$ cat src/rtl/seq_det_pkg.sv
// Shared types and defaults for the serial sequence detector.
package seq_det_pkg;

  localparam int         DEF_PATTERN_W = 4;
  localparam logic [3:0] DEF_PATTERN   = 4'b1011;
  localparam int         DEF_CNT_W     = 8;

  typedef enum logic [1:0] {
    EMPTY   = 2'd0,
    FILLING = 2'd1,
    ARMED   = 2'd2
  } det_state_e;

endpackage

$ cat src/rtl/sat_counter.sv
// Saturating up-counter with synchronous clear; clear wins but still counts a coincident increment.
module sat_counter #(
  parameter int W = 8
) (
  input  logic         clk,
  input  logic         async_reset_n,
  input  logic         inc,
  input  logic         clr,
  output logic [W-1:0] cnt,
  output logic         sat
);

  logic [W-1:0] cnt_q, cnt_d;
  logic         sat_q, sat_d;

  always_comb begin
    cnt_d = cnt_q;
    if (clr)                cnt_d = inc ? W'(1) : '0;
    else if (inc && !sat_q) cnt_d = cnt_q + W'(1);
    sat_d = &cnt_d;
  end

  always_ff @(posedge clk or negedge async_reset_n) begin
    if (!async_reset_n) begin
      cnt_q <= '0;
      sat_q <= 1'b0;
    end else begin
      cnt_q <= cnt_d;
      sat_q <= sat_d;
    end
  end

  assign cnt = cnt_q;
  assign sat = sat_q;

endmodule

$ cat src/rtl/serial_seq_detector.sv
// Serial pattern detector with fill-tracking FSM and saturating match counter.
// Define SEQ_DET_OVERLAP_EN to allow overlapping matches (stay ARMED after a hit).
module serial_seq_detector
  import seq_det_pkg::*;
#(
  parameter int                   PATTERN_W = DEF_PATTERN_W,
  parameter logic [PATTERN_W-1:0] PATTERN   = PATTERN_W'(DEF_PATTERN),
  parameter int                   CNT_W     = DEF_CNT_W
) (
  input  logic                 clk,
  input  logic                 async_reset_n,
  input  logic                 bit_in,
  input  logic                 bit_valid,
  input  logic                 clear_cnt,
  output logic                 detect,
  output logic [CNT_W-1:0]     match_cnt,
  output logic                 cnt_sat,
  output logic [PATTERN_W-1:0] hist
);

  localparam int FW = $clog2(PATTERN_W + 1);

  det_state_e           state_q, state_d;
  logic [FW-1:0]        fill_q, fill_d;
  logic [PATTERN_W-1:0] hist_q, hist_shift;
  logic                 detect_q;
  logic                 complete, match;

  assign hist_shift = {hist_q[PATTERN_W-2:0], bit_in};
  // A window is only comparable once PATTERN_W bits exist, including the bit arriving now.
  assign complete   = bit_valid &&
                      ((state_q == ARMED) ||
                       (state_q == FILLING && fill_q == FW'(PATTERN_W - 1)));
  assign match      = complete && (hist_shift == PATTERN);

  always_comb begin
    state_d = state_q;
    fill_d  = fill_q;
    if (bit_valid) begin
      unique case (state_q)
        EMPTY: begin
          state_d = FILLING;
          fill_d  = FW'(1);
        end
        FILLING: begin
          fill_d = fill_q + FW'(1);
          if (fill_q == FW'(PATTERN_W - 1)) state_d = ARMED;
        end
        ARMED: ;
        default: begin
          state_d = EMPTY;
          fill_d  = '0;
        end
      endcase
`ifndef SEQ_DET_OVERLAP_EN
      if (match) begin
        state_d = EMPTY;
        fill_d  = '0;
      end
`endif
    end
  end

  always_ff @(posedge clk or negedge async_reset_n) begin
    if (!async_reset_n) begin
      state_q  <= EMPTY;
      fill_q   <= '0;
      hist_q   <= '0;
      detect_q <= 1'b0;
    end else begin
      state_q  <= state_d;
      fill_q   <= fill_d;
      detect_q <= match;
      if (bit_valid) hist_q <= hist_shift;
    end
  end

  sat_counter #(.W(CNT_W)) u_cnt (
    .clk           (clk),
    .async_reset_n (async_reset_n),
    .inc           (match),
    .clr           (clear_cnt),
    .cnt           (match_cnt),
    .sat           (cnt_sat)
  );

  assign detect = detect_q;
  assign hist   = hist_q;

endmodule

$ cat config.mk
export PLATFORM = sky130hd
export DESIGN_NAME = serial_seq_detector
export DESIGN_NICKNAME = d
export VERILOG_FILES = /design/src/rtl/seq_det_pkg.sv /design/src/rtl/sat_counter.sv /design/src/rtl/serial_seq_detector.sv
export SDC_FILE = /design/constraint.sdc
export NUM_CORES = 1
export LEC_CHECK = 0
export ABC_AREA = 1
export BUFFER_PORTS_ARGS = -buffer_cell sky130_fd_sc_hd__buf_4
export CAP_MARGIN = 5
export CELL_PAD_IN_SITES_DETAIL_PLACEMENT = 0
export CELL_PAD_IN_SITES_GLOBAL_PLACEMENT = 1
export CORE_AREA = 10 10 76 84
export DETAILED_ROUTE_END_ITERATION = 16
export DIE_AREA = 0 0 86 94
export PLACE_DENSITY = 0.56
export SETUP_SLACK_MARGIN = 0.5
export SLEW_MARGIN = 10
export SYNTH_ARGS = -nofsm -noshare
export SYNTH_HDL_FRONTEND = slang
export SYNTH_SLANG_ARGS = --single-unit
$ cat constraint.sdc
create_clock -name clk -period 2 [get_ports clk]
set_input_delay 0 -clock clk [delete_from_list [all_inputs] [get_ports clk]]
set_output_delay 0 -clock clk [all_outputs]
set_load 0.02 [all_outputs]
; ---- Yosys cells after proc, flatten, opt, wreduce, memory -nomap -nowiden
; Cells that the tools add are included.
[word_totals]
word_cells = 32
out_inout_bits = 14
reg_bits = 19
inputBits = 5
[op_classes]
reduce_logical = 10
n_addsub = 2
n_mux = 8
n_eq_ne = 6
[op_table]
columns = cell, count
row1 = 8-bit 2-to-1 mux, 2
row2 = 3-bit case mux with 3 select lines, 1
row3 = 8-bit by 1-bit adder with 8-bit output (second input constant), 1
row4 = 8-bit AND reduction, 1
row5 = 2-bit case mux with 3 select lines, 1
row6 = 4-bit == test (second input constant), 1
row7 = 1-bit logical AND, 4
row8 = 2-bit 2-to-1 mux, 2
row9 = 3-bit by 1-bit adder with 3-bit output (second input constant), 1
row10 = 3-bit by 2-bit == test with 1-bit output (second input constant), 1
row11 = 3-bit 2-to-1 mux, 1
row12 = 3-bit by 2-bit != test with 1-bit output (second input constant), 1
row13 = 3-bit AND reduction, 1
row14 = 2-bit by 1-bit == test with 1-bit output (second input constant), 1
row15 = 2-bit == test (second input constant), 1
row16 = 2-bit logical NOT, 1
row17 = 2-bit != test (second input constant), 1
row18 = 2-bit AND reduction, 1
row19 = 1-bit logical NOT, 1
row20 = 1-bit logical OR, 1
row21 = 1-bit 2-to-1 mux, 1

; ---- Logic depth before layout (Yosys ltp)
[depth]
word_depth = 9
mapped_depth = 11
ltp_nobuf = 11

; ---- Modules after synthesis
; From an unflattened synthesis, not the netlist that was laid out.
[unflattened]
hier_cells = 134
hier_area_um2 = 1039.7
[modules_own_cells]
columns = module, cells_each, instances, seq_area_each_um2, area_per_inst_um2
row1 = sat_counter, 72, 1, 225.2, 520.5
row2 = serial_seq_detector, 62, 1, 250.2, 519.2

; ---- Worst setup path before layout
; OpenSTA, ideal clock, no wires.
[synth_timing]
kind = reg2reg
startpoint = register u_cnt.cnt_q[1] (netlist: u_cnt.cnt[1])
endpoint = register u_cnt.sat_q (netlist: u_cnt.sat)
slack_ns = 0.431
path_buffers = 0
t_required_ns = 1.920
setup_ns = 0.080
period_less_slack_ns = 1.569
t_arrival_ns = 1.489
stages_incl_launch_ff = 9
cell_sequence = dfrtp_1 > ha_1 > nand2_1 > nor2_1 > xor2_1 > nand2_4 > a21oi_4 > nand3_2 > nor3_2
[synth_between]
elab_chain_len = 4
[synth_rtl]
columns = element, line
row1 = "start, declared", sat_counter.sv:13  ; logic [W-1:0] cnt_q, cnt_d;
row2 = "start signal, assigned", sat_counter.sv:28  ; cnt_q <= cnt_d;
row3 = 8-bit by 1-bit adder with 8-bit output, sat_counter.sv:19  ; else if (inc && !sat_q) cnt_d = cnt_q + W'(1);
row4 = 8-bit 2-to-1 mux, sat_counter.sv:19
row5 = 8-bit 2-to-1 mux, sat_counter.sv:18  ; if (clr) cnt_d = inc ? W'(1) : '0;
row6 = named net u_cnt.cnt_d[4], sat_counter.sv:13
row7 = 8-bit AND reduction, sat_counter.sv:20  ; sat_d = &cnt_d;
row8 = named net u_cnt.sat_d, sat_counter.sv:14  ; logic sat_q, sat_d;
row9 = "end signal, assigned", sat_counter.sv:29  ; sat_q <= sat_d;
row10 = "end, declared", sat_counter.sv:14
; The timed path passes the listed nets, and every way through them passes these cells.
; A chain may end at the register's enable or synchronous reset.

; ---- Worst setup path after layout
[layout_timing]
startpoint = register fill_q[0]
endpoint = register u_cnt.sat_q (netlist: u_cnt.sat)
[layout_between]
elab_chain_len = 9
word_cells_on_any_way = 10
cone_classes = eq/ne (1) / mux (3) / reduce/logical (6)
[layout_rtl]
columns = element, line
row1 = "start, declared", serial_seq_detector.sv:24  ; logic [FW-1:0] fill_q, fill_d;
row2 = "start signal, assigned", serial_seq_detector.sv:72  ; fill_q <= fill_d;
row3 = 3-bit by 2-bit == test with 1-bit output, serial_seq_detector.sv:33  ; (state_q == FILLING && fill_q == FW'(PATTERN_W - 1)));
row4 = 1-bit logical AND, serial_seq_detector.sv:33
row5 = 1-bit logical OR, serial_seq_detector.sv:32  ; ((state_q == ARMED) ||
row6 = 1-bit logical AND, serial_seq_detector.sv:31  ; assign complete = bit_valid &&
row7 = 1-bit logical AND, serial_seq_detector.sv:34  ; assign match = complete && (hist_shift == PATTERN);
row8 = 1-bit logical AND, sat_counter.sv:19
row9 = 8-bit 2-to-1 mux, sat_counter.sv:19
row10 = 8-bit 2-to-1 mux, sat_counter.sv:18
row11 = named net u_cnt.cnt_d[4], sat_counter.sv:13
row12 = 8-bit AND reduction, sat_counter.sv:20
row13 = named net u_cnt.sat_d, sat_counter.sv:14
; The timed path passes the listed nets, and every way through them passes these cells.

==> results_dict.tcl <==
set metrics [dict create \
    maxCapViolCount 0 \
    p_int_uw 740.7 \
    synthTopCellsByArea "dfrtp_1, nand2_1, inv_1" \
    synth.distinct_cells 24 \
    fin_crit_ns 1.630 \
    synth_compound_area_share_pct 8.084 \
    timing.fmax_mhz 613.5 \
    period_share_pct 81.50 \
    clockBufferDepth 2 \
    switching_share_pct 36.67 \
    setup_viol 0 \
    grt_pass1_wl_um 4657 \
    p_leak_nw 0.7651 \
    synth-edff-count 0 \
    rsz0062_at_grt "true" \
    gp_congestion 0.8324 \
    status "complete, no violations" \
    drive_gt1_share_pct 39.13 \
    synth_top_family_by_area "simple AND/OR/NAND/NOR gates" \
    critPathArrivalTime_ns 1.81 \
    ios 19 \
    numClockSinks 19 \
    cts_root_buf "clkbuf_8" \
    crit_fanout 7 \
    yosysWarnings 0 \
    final_nets 170 \
    die_area_mm2 0.008084 \
    cts_tree "built" \
    tightest_slew_ns 0.2709 \
    h-tree-depth 1 \
    p_switching_uw 428.9 \
    stdcell_area_mm2 0.001544 \
    synth-simple-area-share_pct 32.78 \
    dp.final_hpwl_um 2045 \
    vias 941 \
    netlist.area_leader.share_pct 42.08 \
    start_util_pct 24.29 \
    grt.total_usage_pct 7.140 \
    synth_xor_area_share_pct 3.101 \
    antenna_found_initial 0 \
    async_flop_share_pct 100.0 \
    wl_um 2815 \
    synth_area_per_cell_um2 8.691 \
    insertion_delay_ns 0.26 \
    ys_top_cells_by_count "nand2_1, inv_1, dfrtp_1, nand4_1" \
    yosysTopAreaCell "dfrtp_1" \
    drt_iter0_drc 72 \
    cts_inserted_buffers 3 \
    crit_required_ns 2.18 \
    grt-ovfl-total 0 \
    wire_per_inst_um 12.97 \
    drt-pass1-iter-count 4 \
    power_frac_seq_pct 42.4 \
    placeableCoreArea_mm2 0.004652 \
    drv_slew 0 \
    cp-start-kind "flip-flop" \
    clockPowerShare_pct 23.8 \
    vias_per_cell 4.336 \
    synthAdderAreaFrac_pct 3.322 \
    clock_skew_ns 0.007724 \
    n_antenna_cell 0 \
    area_growth_pct 36.66 \
    ys_ff_latch 19 \
    power_density_mw_per_mm2 757.5 \
    antenna_left 0 \
    hold_class "in2reg" \
    synthMuxAreaShare_pct 1.993 \
    grt_max_degree 20 \
    hold_violations 0 \
    die_w_um 86 \
    placed_area_mm2 0.001331 \
    end_kind "flip-flop" \
    io_buffers 18 \
    netlist_area_mm2 0.001130 \
    yosysSeqAreaShare_pct 42.08 \
    synthCells 130 \
    rows 26 \
    slew-limit-headroom_pct 81.88 \
    grt_pass1_vias 1013 \
    combPwrFrac_pct 33.8 \
    clk_pin_slew_ns 0.08 \
    synth.net_count 138 \
    path_class "reg2reg" \
    vdd.ir_drop.worst_mv 0.2614 \
    synth_most_common_cell "nand2_1" \
    setup_tns_ns 0 \
    route.detailed.drc 0 \
    synth_flop_cell "dfrtp_1" \
    dieHeight_um 94 \
]
==> metal layers <==
layer / global-route usage (%) / up-vias / part of all wire [%]
met1: 8.317 / 443 / 44
met2: 11.04 / 14 / 49
met3: 1.910 / 4 / 4.5
li1: - / 480 / -
met5: 0 / - / 0
met4: 5.082 / 0 / 2.3
==> what timing repair did <==
item | 4_1_cts | 5_1_grt
setup endpoints to repair | 5 | 10
gates cloned | 0 | 0
pin swaps | 2 | 10
hold endpoints to repair | 25 | 0
resized for setup | 5 | 18
hold buffers | 3 | 0
setup buffers | 0 | 7
==> critical path, stage by stage (launching register included) <==
cell	delay (ns)
dfrtp_1	0.36
ha_2	0.19
ha_4	0.14
nand3_4	0.09
nand2_8	0.11
nand2_4	0.08
nor2_8	0.15
nand2_4	0.06
a21oi_4	0.13
nand3_2	0.09
nor3_2	0.14
==> through the flow <==
| step | hold WS, ns | util, % | power (mW) | setup WS, ns | cells |
|---|---|---|---|---|---|
| 6_report | 0.02069 | 33.19 | 1.170 | 0.3700 | 217 |
| 5_1_grt | 0.03811 | 33.19 | 1.252 | 0.2719 | 217 |
| 4_1_cts | 0.01731 | 30.53 | 1.091 | 0.3867 | 210 |
| 3_5_place_dp | -0.1015 | 28.62 | 0.7993 | 0.3995 | 203 |
| 3_3_place_gp | -0.1098 | 28.62 | 0.7948 | 0.4300 | 203 |
| 2_1_floorplan | -0.2956 | - | 0.7115 | 0.5073 | 130 |
==> final cells by class <==
class	count	area, µm²
clock buffer	3	41.29
clock inverter	1	5.005
fill	505	3108
inverter	23	86.33
multi-input combinational	87	644.4
sequential	19	479.2
tap	56	70.07
timing repair buffer	28	217.7
==> path summary, 6_finish.rpt <==
path / from / endpoint / slack (ns) / cells past startpoint
setup / recovery: fill_q[0] / u_cnt.sat / 0.37 / 10
hold / removal: bit_valid / hist[1] / 0.02 / 2
setup reg to reg: fill_q[0] / u_cnt.sat / 0.37 / 10
hold reg to reg: fill_q[1] / fill_q[1] / 0.50 / 2
max in group asynchronous: async_reset_n / u_cnt.cnt[1] / 1.60 / 2
min in group asynchronous: async_reset_n / state_q[1] / 0.16 / 2
==> layout by cell type, fill, tap and decap left out, types with 2 or more instances in the layout <==
cell type / instances
nand2_1: 27
buf_4: 25
inv_1: 22
dfrtp_1: 16
nand4_1: 7
nand2_2: 7
nor2_1: 5
nand3_4: 4
nand3_1: 4
xnor2_1: 3
nand2_4: 3
a21oi_2: 3
o21ai_0: 3
clkbuf_8: 3
dlygate4sd3_1: 3
dfrtp_2: 3
nor2_8: 2
a21oi_1: 2
mux2_2: 2
ha_2: 2
==> flip-flops by register name (all words and copies together) (netlist names) <==
register / flops
detect: 1
fill_q: 3
hist: 4
state_q: 2
u_cnt.cnt: 8
u_cnt.sat: 1
==> logic make-up (layout without fill, tap and decap cells) <==
group	after synthesis	count (layout)
XOR/XNOR	4	4
buffers and inverters	24	55
flip-flops	19	19
AO/OA/AOI/OAI	14	14
AND/OR/NAND/NOR	64	64
adder cells (fa/ha/maj)	3	3
multiplexers	2	2
==> power groups by stage <==
stage / Sequential (mW) / Clock, mW / Combinational, mW
after floorplan: 0.503 / 0 / 0.209
after global placement: 0.493 / 0 / 0.302
after detailed placement: 0.495 / 0 / 0.304
after CTS: 0.488 / 0.284 / 0.319
after global routing: 0.505 / 0.303 / 0.444
final: 0.496 / 0.278 / 0.395
(Power assumes the default switching activity.)
